===== src/rtl/uart_pkg.sv =====
// Shared UART definitions: FSM state encoding (also used by the receiver) and framing constants.
// The PARITY state exists only when UART_TX_PARITY_EN is defined.
package uart_pkg;

   localparam int CLKS_PER_BIT_DEFAULT = 868;
   localparam int DATA_BITS            = 8;

   typedef enum logic [2:0] {
      ST_IDLE   = 3'd0,
      ST_START  = 3'd1,
      ST_DATA   = 3'd2,
      ST_STOP   = 3'd3
`ifdef UART_TX_PARITY_EN
      ,
      ST_PARITY = 3'd4
`endif
   } uart_state_e;

endpackage


===== src/rtl/uart_baud_cnt.sv =====
// Bit-time counter: bit_done is high on the last cycle of each bit; restart or bit_done reloads to zero.
module uart_baud_cnt
   import uart_pkg::*;
#(
   parameter int CLKS_PER_BIT = CLKS_PER_BIT_DEFAULT
) (
   input  logic CLK,
   input  logic reset,
   input  logic restart,
   output logic bit_done
);

   localparam logic [15:0] LAST_CNT = 16'(CLKS_PER_BIT - 1);

   logic [15:0] cnt;

   // NOTE: state registers use non-blocking assignments so every flop samples pre-edge values.
   always_ff @(posedge CLK or negedge reset) begin
      if (!reset) begin
         cnt <= '0;
      end else if (restart || bit_done) begin
         cnt <= '0;
      end else begin
         cnt <= cnt + 16'd1;
      end
   end

   assign bit_done = (cnt == LAST_CNT);

endmodule


===== src/rtl/uart_tx.sv =====
// Double-buffered UART transmitter (8N1, or 8E1 when UART_TX_PARITY_EN is defined).
// tx_out is registered from the current state, so the start bit falls two cycles after a load.
module uart_tx
   import uart_pkg::*;
#(
   parameter int CLKS_PER_BIT = CLKS_PER_BIT_DEFAULT
) (
   input  logic       CLK,
   input  logic       reset,
   input  logic       ld_tx_data,
   input  logic [7:0] tx_data,
   input  logic       tx_enable,
   output logic       tx_out,
   output logic       tx_empty,
   output logic       tx_busy,
   output logic       tx_overrun
);

   localparam logic [2:0] LAST_BIT = 3'(DATA_BITS - 1);

   uart_state_e          state, state_next;
   logic [DATA_BITS-1:0] hold_reg, shift_reg;
   logic [2:0]           bit_idx;
   logic                 bit_done, restart, take, line_bit, can_start;
`ifdef UART_TX_PARITY_EN
   logic                 parity_bit;
`endif

   uart_baud_cnt #(.CLKS_PER_BIT(CLKS_PER_BIT)) u_baud (
      .CLK      (CLK),
      .reset    (reset),
      .restart  (restart),
      .bit_done (bit_done)
   );

   assign can_start = tx_enable && !tx_empty;
   assign tx_busy   = (state != ST_IDLE);

   always_ff @(posedge CLK or negedge reset) begin
      if (!reset) state <= ST_IDLE;
      else        state <= state_next;
   end

   // NOTE: default assignment first, so no path through the case leaves state_next unassigned (no latch).
   always_comb begin
      state_next = state;
      case (state)
         ST_IDLE:  if (can_start) state_next = ST_START;
         ST_START: if (bit_done) state_next = ST_DATA;
         ST_DATA:  if (bit_done && bit_idx == LAST_BIT)
`ifdef UART_TX_PARITY_EN
                      state_next = ST_PARITY;
         ST_PARITY: if (bit_done) state_next = ST_STOP;
`else
                      state_next = ST_STOP;
`endif
         ST_STOP:  if (bit_done) state_next = can_start ? ST_START : ST_IDLE;
         default:  state_next = ST_IDLE;
      endcase
   end

   always_comb begin
      restart  = 1'b0;
      take     = 1'b0;
      line_bit = 1'b1;
      case (state)
         ST_IDLE: begin
            restart = 1'b1;
            take    = can_start;
         end
         ST_START:  line_bit = 1'b0;
         ST_DATA:   line_bit = shift_reg[0];
`ifdef UART_TX_PARITY_EN
         ST_PARITY: line_bit = parity_bit;
`endif
         ST_STOP:   take = bit_done && can_start;
         default:   line_bit = 1'b1;
      endcase
   end

   // A load and a holding-to-shift transfer never share an edge: one needs tx_empty=1, the other tx_empty=0.
   always_ff @(posedge CLK or negedge reset) begin
      if (!reset) begin
         hold_reg   <= '0;
         shift_reg  <= '0;
         bit_idx    <= '0;
         tx_empty   <= 1'b1;
         tx_overrun <= 1'b0;
         tx_out     <= 1'b1;
`ifdef UART_TX_PARITY_EN
         parity_bit <= 1'b0;
`endif
      end else begin
         tx_out <= line_bit;
         if (ld_tx_data) begin
            if (tx_empty) begin
               hold_reg <= tx_data;
               tx_empty <= 1'b0;
            end else begin
               tx_overrun <= 1'b1;
            end
         end
         if (take) begin
            shift_reg <= hold_reg;
            bit_idx   <= '0;
            tx_empty  <= 1'b1;
`ifdef UART_TX_PARITY_EN
            parity_bit <= ^hold_reg;
`endif
         end else if (state == ST_DATA && bit_done) begin
            shift_reg <= shift_reg >> 1;
            bit_idx   <= bit_idx + 3'd1;
         end
      end
   end

endmodule


===== config.mk =====
export PLATFORM = sky130hd
export DESIGN_NAME = uart_tx
export DESIGN_NICKNAME = d
export VERILOG_FILES = /design/src/rtl/uart_pkg.sv /design/src/rtl/uart_baud_cnt.sv /design/src/rtl/uart_tx.sv
export SDC_FILE = /design/constraint.sdc
export NUM_CORES = 1
export LEC_CHECK = 0
export ABC_AREA = 1
export CAP_MARGIN = 10
export CORE_MARGIN = 1.5
export CORE_UTILIZATION = 60
export DETAILED_ROUTE_END_ITERATION = 10
export DONT_BUFFER_PORTS = 1
export GPL_TIMING_DRIVEN = 0
export PLACE_DENSITY = 0.87
export SKIP_CTS_REPAIR_TIMING = 1
export SLEW_MARGIN = 20
export SYNTH_ARGS = -nofsm -noshare
export SYNTH_HDL_FRONTEND = slang
export SYNTH_HIERARCHICAL = 1
export SYNTH_SLANG_ARGS = --single-unit

===== constraint.sdc =====
create_clock -name CLK -period 5.3 [get_ports CLK]
set_input_delay 0.53 -clock CLK [delete_from_list [all_inputs] [get_ports CLK]]
set_output_delay 0.53 -clock CLK [all_outputs]
set_load 0.005 [all_outputs]

==> results.cfg, run 1 <==
[outcome]
status = finished, final reports clean

[floorplanning]
start_util = 0.638
dieArea_um2 = 4000
num_rows = 21
num_io_pins = 16
die_y_um = 63.3
die_w_um = 63.3
core_um2 = 3420

[global_route]
grt_pass1_vias = 1683
grt_max_degree = 41
grt_use_total = 0.231
antenna_found_initial = 0
grt_pass1_wl_um = 7190
grt-ovfl-total = 0

[routing]
first_pass_iters = 4
drt-initial-drc-count = 102
num_vias = 1736
routedWlPerCell_um = 12.2
wl_met3_um = 163
wl_um = 4040
ant_nets = 0
routed.top_layer = met4
viasPerCell = 5.26
route.met2.wl_um = 2050
wirelength_met1_um = 1780
drcViolationCount = 0

[worst_hold_path]
hp-class = in -> reg
hold_depth = 1

[sta]
fin_crit_ns = 2.09
hold_slack_ns = 0.247
slew_headroom = 0.636
final_max_slew_viol_count = 0
rsz0062_at_grt = no
worst_clock_skew_ns = 0.00956
tns_ns = 0
fmax_ghz = 0.477
worst_pin_slew_ns = 0.542
post-route-period-util = 0.395
setup_viol = 0
hold_violations = 0

[critical_path]
cp-end-kind = flip-flop
required_ns = 5.54
startpoint_type = flip-flop
cp_data_arrival_time_ns = 2.34
path_max_fanout = 10
critical_path_class = reg -> reg
worst-r2r-cell-count = 9

[place]
hpwl_um = 2980
place_congestion = 0.883
io_buffer_count = 0
place_inst = 320
place_area_um2 = 2240

[cells_and_area]
largest_reg_flops = 16
drive_above_1_share = 0.134
n_antenna_cell = 0
fin_cells = 330
n_fill_cell = 290
nNetsFinal = 302
fin_util = 0.683
area_delta_synth_final_pct = 7.06
stdcell_area_um2 = 2330

[synth]
synth_top_cell_by_area = dfrtp_1
ys_types = 26
synth_top_area_frac = 0.436
ys_seq_elements = 40
syn_nets = 293
synth.area.top_cells = dfrtp_1, nand2_1, nand3_1, nor2_1, inv_1
synth.yosys.warnings = 6
synth_cells = 274
yosysSeqAreaShare = 0.460
netlist_area_um2 = 2180
post_synth.cell_area_avg_um2 = 7.95

[clock_tree]
cts_buffers = 5
cts_tree = built
cts.sinks = 40
clock_latency_ns = 0.34
cts_max_level = 2
clk_pin_slew_ns = 0.11
root_buffer = clkbuf_4
clock_path_buffers = 2

[pwr]
leakagePower_nw = 1.12
vdd_drop_max_uv = 304
power.density_nw_per_um2 = 420

[job]
cap_violations = 0
cell usage in the layout (no fill, tap or decap), types with 3 or more instances in the layout:
| master | Yosys | routed |
|---|---|---|
| a21oi_1 | 9 | 9 |
| clkbuf_4 | 0 | 5 |
| dfrtp_1 | 38 | 38 |
| ha_1 | 7 | 7 |
| inv_1 | 27 | 27 |
| inv_2 | 5 | 5 |
| nand2_1 | 70 | 70 |
| nand2_2 | 8 | 8 |
| nand3_1 | 28 | 28 |
| nand4_1 | 9 | 9 |
| nor2_1 | 37 | 37 |
| nor2_2 | 6 | 6 |
| o21ai_0 | 3 | 3 |
| xnor2_1 | 3 | 3 |
| xor2_1 | 5 | 5 |
metrics by stage:
| step | power, W | setup slack (ns) |
|---|---|---|
| after floorplan | 0.000745 | 3.55 |
| after global placement | 0.000802 | 3.27 |
| after detailed placement | 0.000820 | 3.24 |
| after CTS | 0.000981 | 3.20 |
| after global routing | 0.00107 | 2.97 |
| final | 0.000981 | 3.21 |
cell type report:
cell class | instances | area (um2) | share of cell area
Buffer | 4 | 36.3 | 0.0155
Timing Repair Buffer | 2 | 37.5 | 0.0161
Inverter | 32 | 120 | 0.0515
Clock buffer | 8 | 58.8 | 0.0252
Multi-Input combinational cell | 198 | 1020 | 0.437
Tap cell | 46 | 57.6 | 0.0247
Sequential cell | 40 | 1000 | 0.430
synth_stat cells (all sizes together):
library cell / instances
nand2: 80
nor2: 45
dfrtp: 38
inv: 32
nand3: 29
a21oi: 9
nand4: 9
ha: 7
o21ai: 5
xor2: 5
buf: 4
xnor2: 3
dfstp: 2
nor3: 2
o21bai: 2
a21o: 1
mux2: 1
cells by family (layout without fill, tap and decap cells):
family                   count (synthesis)  count (layout)  synth area share
AO/OA/AOI/OAI                           17              17            0.0425
XOR/XNOR                                 8               8            0.0321
adder cells (fa/ha/maj)                  7               7            0.0402
buffers and inverters                   36              46            0.0718
flip-flops                              40              40             0.460
multiplexers                             1               1           0.00517
AND/OR/NAND/NOR                        165             165             0.348
critical path: stages, from the launching register on:
cell and delay, ns:
dfrtp_1 0.44, ha_1 0.26, nand4_1 0.12, nor3_1 0.48
nand2_2 0.12, nand2_4 0.14, nand3_4 0.13, buf_6 0.17
nand3_1 0.07, nand2_1 0.06
where the power goes:
part	switching, W	internal (W)	total [W]	leakage [nW]
logic	0.000228	0.000140	0.000368	0.587
registers	0.0000564	0.000399	0.000455	0.497
clock network	0.0000920	0.0000655	0.000158	0.0326
path summary, 6_finish.rpt:
kind	end	start	slack [ns]
worst max-delay path	shift_reg[6]$_DFFE_PN0P_	u_baud/cnt[0]$_DFF_PN0_	3.21
max in group asynchronous	tx_empty$_DFFE_PN1P_	reset	4.35
min in group asynchronous	u_baud/cnt[14]$_DFF_PN0_	reset	0.68
worst max register to register	shift_reg[6]$_DFFE_PN0P_	u_baud/cnt[0]$_DFF_PN0_	3.21
worst min-delay path	tx_empty$_DFFE_PN1P_	ld_tx_data	0.25
worst min register to register	tx_overrun$_DFFE_PN0P_	tx_overrun$_DFFE_PN0P_	0.51
routing by layer:
metal  track usage  vias to the layer above
li1              -                      886
met1         0.267                      811
met2         0.411                       33
met3        0.0625                        6
met4        0.0815                        0
met5             0                        -
Note: power is estimated with default switching activity, not from simulation.
==> run 2, diff against run 1 <==
--- a/config.mk
+++ b/config.mk
@@ -8,11 +8,11 @@
 export ABC_AREA = 1
 export CAP_MARGIN = 10
 export CORE_MARGIN = 1.5
-export CORE_UTILIZATION = 60
+export CORE_UTILIZATION = 56
 export DETAILED_ROUTE_END_ITERATION = 10
 export DONT_BUFFER_PORTS = 1
 export GPL_TIMING_DRIVEN = 0
-export PLACE_DENSITY = 0.87
+export PLACE_DENSITY = 0.85
 export SKIP_CTS_REPAIR_TIMING = 1
 export SLEW_MARGIN = 20
 export SYNTH_ARGS = -nofsm -noshare
==> constraint.sdc (replaced) <==
create_clock -name CLK -period 1.79 [get_ports CLK]
set_input_delay 0.179 -clock CLK [delete_from_list [all_inputs] [get_ports CLK]]
set_output_delay 0.179 -clock CLK [all_outputs]
set_load 0.005 [all_outputs]
==> results.cfg, run 2 (same netlist as run 1, synthesis figures left out) <==
[outcome]
status = finished with violations
violations = negative setup slack

[job]
cap_violations = 0

[sta]
worst_clock_skew_ns = 0.00463
hold_slack_ns = 0.0128
final_max_slew_viol_count = 0
slew_headroom = 0.824
hold_violations = 0
setup_ws_ns = -0.0148
tns_ns = -0.0378
post-route-period-util = 1.01
rsz0062_at_grt = yes
setup_viol = 3
worst_pin_slew_ns = 0.263
fin_crit_ns = 1.80
fmax_ghz = 0.554

[worst_hold_path]
hp-class = in -> reg

[clock_tree]
clk_pin_slew_ns = 0.07
cts_tree = built
clock_latency_ns = 0.29
clock_path_buffers = 2
cts_buffers = 5
root_buffer = clkbuf_8
cts.sinks = 40
cts_max_level = 2

[cells_and_area]
multi_input_area_um2 = 1060
largest_reg_flops = 16
area_delta_synth_final_pct = 18.2
regArea_um2 = 1010
fin_cells = 351
final_common_cell = nand2_1
n_fill_cell = 303
nNetsFinal = 321
n_antenna_cell = 0
mostFrequentLayoutCells = nand2_1, nor2_1, dfrtp_1
drive_above_1_share = 0.221

[pwr]
power.density_nw_per_um2 = 1230
sw_frac_of_total = 0.369
combPwrFrac = 0.384
pwr-share-seq = 0.426
switching_power_w = 0.00117
p_clk_frac = 0.191
vdd_drop_max_uv = 924
leakagePower_nw = 1.24
p_int_w = 0.00200

[floorplanning]
num_io_pins = 16
dieArea_um2 = 4280
num_rows = 22
die_w_um = 65.4
die_y_um = 65.4
start_util = 0.591
core_um2 = 3690

[routing]
num_vias = 1851
viasPerCell = 5.27
wl_um = 4510
first_pass_iters = 4
drt-initial-drc-count = 76
drcViolationCount = 0
routedWlPerCell_um = 12.8
ant_nets = 0

[place]
place_congestion = 0.887
hpwl_um = 2980
io_buffer_count = 0
place_inst = 322

[critical_path]
cp-end-kind = flip-flop
path_max_fanout = 8
required_ns = 1.97
startpoint_type = flip-flop
cp_data_arrival_time_ns = 1.99
critical_path_class = reg -> reg

[global_route]
grt_pass1_vias = 1670
antenna_found_initial = 0
grt-ovfl-total = 0
grt_max_degree = 41
grt_use_total = 0.216
grt_pass1_wl_um = 7070
[run 2: changes by cell type in the layout (fill, tap and decap cells not counted), sizes merged]
cell / before / now
buf: 5 / 22
clkbuf: 8 / 9
dlygate4sd3: 1 / 2
[run 2: worst max-delay path: stages, from the launching register on]
cell	delay (ns)
dfrtp_2	0.44
nor2_1	0.12
nand4_1	0.21
nor3_4	0.32
nand2_2	0.11
nand2_4	0.09
nand3_4	0.12
clkbuf_16	0.19
nand3_2	0.05
nand2_1	0.05
[run 2: layout make-up]
class / count / share of cell area
clock buffer: 8 / 0.0350
timing repair buffer: 21 / 0.0777
sequential: 40 / 0.391
buffer: 4 / 0.0155
inverter: 32 / 0.0466
multi-input combinational: 198 / 0.411
tap: 48 / 0.0233
[run 2: final timing paths]
path                                          start                        to  slack (ns)  depth (start not counted)
max reg2reg                u_baud/cnt[13]$_DFF_PN0_  shift_reg[5]$_DFFE_PN0P_       -0.01                          9
min in group asynchronous                     reset  u_baud/cnt[10]$_DFF_PN0_        0.38                          2
min reg2reg                 hold_reg[7]$_DFFE_PN0P_  shift_reg[7]$_DFFE_PN0P_        0.48                          2
max in group asynchronous                     reset      tx_empty$_DFFE_PN1P_        1.15                          2
max                        u_baud/cnt[13]$_DFF_PN0_  shift_reg[5]$_DFFE_PN0P_       -0.01                          9
min                                      ld_tx_data    tx_overrun$_DFFE_PN0P_        0.01                          1
[run 2: stage by stage]
stage	util	power (W)	setup slack, ns	area (um2)
global placement	0.607	0.00237	-0.262	2240
detailed placement	0.607	0.00242	-0.276	2240
floorplan	-	0.00221	0.0360	2180
finish	0.698	0.00317	-0.0148	2580
CTS	0.632	0.00303	-0.292	2330
global route	0.698	0.00343	-0.0909	2580
[run 2: per-layer routing]
layer  GRT usage  routed length, um
met1       0.245               1850
met2       0.395               2380
met3      0.0582                187
met4      0.0625                 93
met5           0                  0
[run 2: power groups by stage]
stage | registers, W | clock network (W) | logic, W
4_1_cts | 0.00134 | 0.000622 | 0.00107
6_report | 0.00135 | 0.000604 | 0.00122
2_1_floorplan | 0.00132 | 0 | 0.000885
3_3_place_gp | 0.00135 | 0 | 0.00103
5_1_grt | 0.00138 | 0.000664 | 0.00139
3_5_place_dp | 0.00136 | 0 | 0.00106
==> RTL change 1: new RTL, settings of run 2 <==
Build with the macro `UART_TX_PARITY_EN` defined.
--- a/src/rtl/uart_pkg.sv
+++ b/src/rtl/uart_pkg.sv
@@ -1,4 +1,6 @@
 // Shared UART definitions: FSM state encoding (also used by the receiver) and framing constants.
 // The PARITY state exists only when UART_TX_PARITY_EN is defined.
+`define UART_TX_PARITY_EN
+
 package uart_pkg;
 
Check against the original RTL: no difference found for any inputs over 10 cycles, from zero or initial values and one cycle with reset low; that may be too few to reach the edited logic, so the function may still have changed.
==> RTL change 1 against run 2 <==
- global-route usage up 0.32 points
- final area increased by 6.3%
- total power up 12%
- non-clock buffer count decreased by 11
- setup slack better by 0.051 ns
- sequential cell count up 2
- critical path type unchanged
- count of clock-buffer cells in the layout down 3
- highest routed layer unchanged
- area after synthesis is 11% higher
- routed wire length rose by 10%
- sequential power is 9% higher
==> RTL change 1: results (changes against run 2) <==
outcome finished, final reports clean; Clock Skews 0.00511 ns (+0.000479 ns); FMAX 570 MHz (+2.9%); Final Util 67.0% (-2.9 points); share of cells above drive strength 1 17.9% (-4.2 points); clk slew on worst S/H paths 0.08 ns; Layout Nets 361 (+12%); Filler cells 343 (+13%); synth warn 6 (unchanged); post-detail-place hpwl 3.40 mm (+14%); Clock Path Buffers 2 (unchanged); RD Place Congestion 0.923 (+4.0%); synth unique cells 27 (+3.8%); post-synth top area share 41.4% (-2.2 points); port bufs 0 (unchanged); max FFs per register 16 (unchanged); slowest cell on the critical path dfrtp_2; slack of the worst reg-to-reg path 0.04 ns (+0.05 ns); WP data arrival 1.95 ns (-0.04 ns); total track usage 21.9% (+0.32 points); htree depth 2 (unchanged); leakage power 0.00138 uW (+11%); worst setup path endpoint shift_reg[4]$_DFFE_PN0P_; n_diodes 0 (unchanged); DR pass1 iterations 4 (unchanged); Place WS -0.161 ns (+0.115 ns); first-pass GRT wire length 7.56 mm (+6.9%); Seq/Total Area, Yosys 43.6% (-2.5 points); slew margin rel. 74.6% (-7.8 points); worst-path fanout max 5 (-3); drt via density 5.30 (+0.55%); Worst path max stage delay 0.45 ns; commonest cells in the netlist 101 x nand2_1, 49 x nor2_1, 42 x inv_1; Synth Flop Type dfrtp_1; CP top delay family simple AND/OR/NAND/NOR gates; ys async rst share 100% (unchanged); initial antenna violation count 0 (unchanged); vias in the first global route 1838 (+10%); initial drt markers 145 (+91%); Worst Reg-to-Reg Cells 9 (unchanged); DP Area 0.00248 sq mm (+11%); worst IR drop on VDD 0.791 mV (-14%); Root Buffer clkbuf_8; Worst-Skew Late Latency 0.30 ns; Routed WL 4.98 mm (+10%); Net Switching 1470 uW (+26%); HP Class in -> reg; Inserted Clock Buffers 5 (unchanged); syn nets 342 (+17%); largest net degree at the start of global routing 43 (+4.9%); synth top area cells dfrtp_1 41%, nand2_1 16%, nor2_1 7.6%, inv_1 6.5%, nand2_2 2.6%; CP startpoint u_baud/cnt[7]$_DFF_PN0_
## RTL change 1: cell types whose count changed after synthesis, sizes merged, moves of 3 or more
cell	delta
nand2	+33
nand3	-17
inv	+15
nor2	+13
o21ai	+7
ha	-4
xnor2	+3
## RTL change 1: area by class of cell
class | count | area share [%]
multi-input cells | 236 | 43.3
clock buffers | 5 | 2.51
plain buffers | 3 | 1.42
flip-flops and latches | 42 | 38.7
repair buffers | 11 | 4.57
clock inverters | 3 | 0.777
well taps | 50 | 2.29
inverters | 47 | 6.44
## RTL change 1: worst min path at each step
stage | start | endpoint | slack (ns) | cells past startpoint
detailed placement | reset | u_baud/cnt[4]$_DFF_PN0_ | -0.12 | 0
global route | tx_data[6] | hold_reg[6]$_DFFE_PN0P_ | 0.02 | 2
CTS | reset | hold_reg[5]$_DFFE_PN0P_ | -0.45 | 0
global placement | reset | u_baud/cnt[7]$_DFF_PN0_ | -0.12 | 0
floorplan | reset | bit_idx[0]$_DFFE_PN0P_ | -0.12 | 0
finish | tx_data[1] | hold_reg[1]$_DFFE_PN0P_ | 0.03 | 2
## RTL change 1: per-stage QoR
step	cells	power [uW]
floorplan	327	2570
global placement	377	2780
detailed placement	377	2850
CTS	385	3470
global route	397	3880
finish	397	3560
## RTL change 1: power by group through the flow
| stage | logic (uW) | registers (uW) | clock network, uW |
|---|---|---|---|
| global placement | 1320 | 1460 | 0 |
| floorplan | 1140 | 1430 | 0 |
| global route | 1680 | 1520 | 681 |
| finish | 1480 | 1470 | 615 |
| detailed placement | 1370 | 1480 | 0 |
| CTS | 1370 | 1460 | 637 |
## RTL change 1: cells by family (layout without fill, tap and decap cells)
kind of cell	count (synthesis)	count (layout)	synth area share [%]
and+or+nand+nor	195	196	35.2
buffers and inverters	50	69	8.90
xor gates and xnor gates	13	13	4.71
DFF	42	42	43.6
adders and majority gates	3	3	1.55
AOI/OAI and AO/OA	24	24	6.06
## RTL change 1: routing by layer
layer  vias to the layer above  track usage, %  routed length (um)
met5                         -               0                   0
met4                         0            7.35                  65
met3                         7            7.63                 358
met2                        72            37.5                2420
met1                       984            25.5                2140
li1                       1042               -                   -
==> RTL change 2: new RTL, flow settings as in run 2 <==
Without the edit above. Put one more register stage on the output `tx_overrun`, cleared by the reset. The value now appears one clock later. The other outputs are not delayed to match.
--- a/src/rtl/uart_tx.sv
+++ b/src/rtl/uart_tx.sv
@@ -18,4 +18,6 @@
 
    localparam logic [2:0] LAST_BIT = 3'(DATA_BITS - 1);
+
+   logic tx_overrun_s0;
 
    uart_state_e          state, state_next;
@@ -86,5 +88,5 @@
          bit_idx    <= '0;
          tx_empty   <= 1'b1;
-         tx_overrun <= 1'b0;
+         tx_overrun_s0 <= 1'b0;
          tx_out     <= 1'b1;
 `ifdef UART_TX_PARITY_EN
@@ -98,5 +100,5 @@
                tx_empty <= 1'b0;
             end else begin
-               tx_overrun <= 1'b1;
+               tx_overrun_s0 <= 1'b1;
             end
          end
@@ -115,4 +117,12 @@
    end
 
+   always_ff @(posedge CLK or negedge reset) begin
+      if (!reset) begin
+         tx_overrun <= '0;
+      end else begin
+         tx_overrun <= tx_overrun_s0;
+      end
+   end
+
 endmodule
 
Behaviour: not the same (a bounded check fails within 4 cycles, from zero or initial values and one cycle with reset low).
==> RTL change 2 against run 2 <==
- final area shrank 0.97%
- area after synthesis grew 1.1%
- core utilization shrank 1.2 points
- largest power group unchanged
- sequential cell count grew 1
- total power grew 3.5%
- routed wire length grew 10%
- setup slack gained 0.065 ns
- first-iteration DRC count grew 130%
- final cell count shrank 0.85%
==> RTL change 2: results (changes against run 2) <==
initial drt markers 171 (+130%); Non-clock buffering overhead 7.65% (-1.7 points); post-detail-place hpwl 3.07 mm (+3.1%); Pint 2040 uW (+2.1%); routing usage on met3 6.51% (+0.68 points); Clock buf/inv share 3.97% (+0.48 points); share of cells above drive strength 1 19.0% (-3.1 points); vias in the first global route 1759 (+5.3%); Syn Area/Cell 8.02 sq um (+0.78%); Seq/Total Area, Yosys 46.7% (+0.61 points); fraction of area in registers 40.3% (+1.2 points); RD Place Congestion 0.873 (-1.6%); total track usage 23.8% (+2.2 points); met2 wire len 2.35 mm (-1.1%); Net Switching 1240 uW (+6.0%); clkbuf count 7 (-1); synth top area cells dfrtp_1 44%, nand2_1 12%, nand3_1 6.4%, nor2_1 6.3%, inv_1 4.6%; slowest cell on the critical path dfrtp_1; Clock Skews 0.00575 ns (+0.00112 ns); post-route cell area 0.00255 sq mm (-0.97%); first-pass GRT wire length 7.76 mm (+9.8%); drt via density 5.55 (+5.2%); fraction of area in multi-input gates 40.6% (-0.48 points); outcome finished, final reports clean; CP startpoint u_baud/cnt[0]$_DFF_PN0_; Place WS -0.309 ns (-0.0328 ns); Placed Cells 323 (+0.31%); met1 GRT Util 30.6% (+6.1 points); commonest cells in the netlist 70 x nand2_1, 39 x dfrtp_1, 37 x nor2_1
==> RTL change 2: cell count changes after synthesis <==
cell,delta
dfrtp_1,+1
==> RTL change 2: logic make-up (layout without fill, tap and decap cells) <==
group | Yosys count | after routing | synth area share [%]
compound gates | 17 | 17 | 4.20
xor+xnor | 8 | 8 | 3.18
fa+ha+maj | 7 | 7 | 3.97
buf+inv | 36 | 61 | 7.09
flops | 41 | 41 | 46.7
mux | 1 | 1 | 0.511
simple gates | 165 | 165 | 34.4
==> RTL change 2: worst paths after layout <==
kind / end / slack (ns) / depth (start not counted)
setup / recovery: bit_idx[2]$_DFFE_PN0P_ / 0.05 / 8
setup reg to reg: bit_idx[2]$_DFFE_PN0P_ / 0.05 / 8
max in group asynchronous: tx_out$_DFF_PN1_ / 1.17 / 2
hold / removal: hold_reg[7]$_DFFE_PN0P_ / 0.03 / 1
hold reg to reg: tx_overrun$_DFF_PN0_ / 0.41 / 0
min in group asynchronous: u_baud/cnt[7]$_DFF_PN0_ / 0.36 / 2
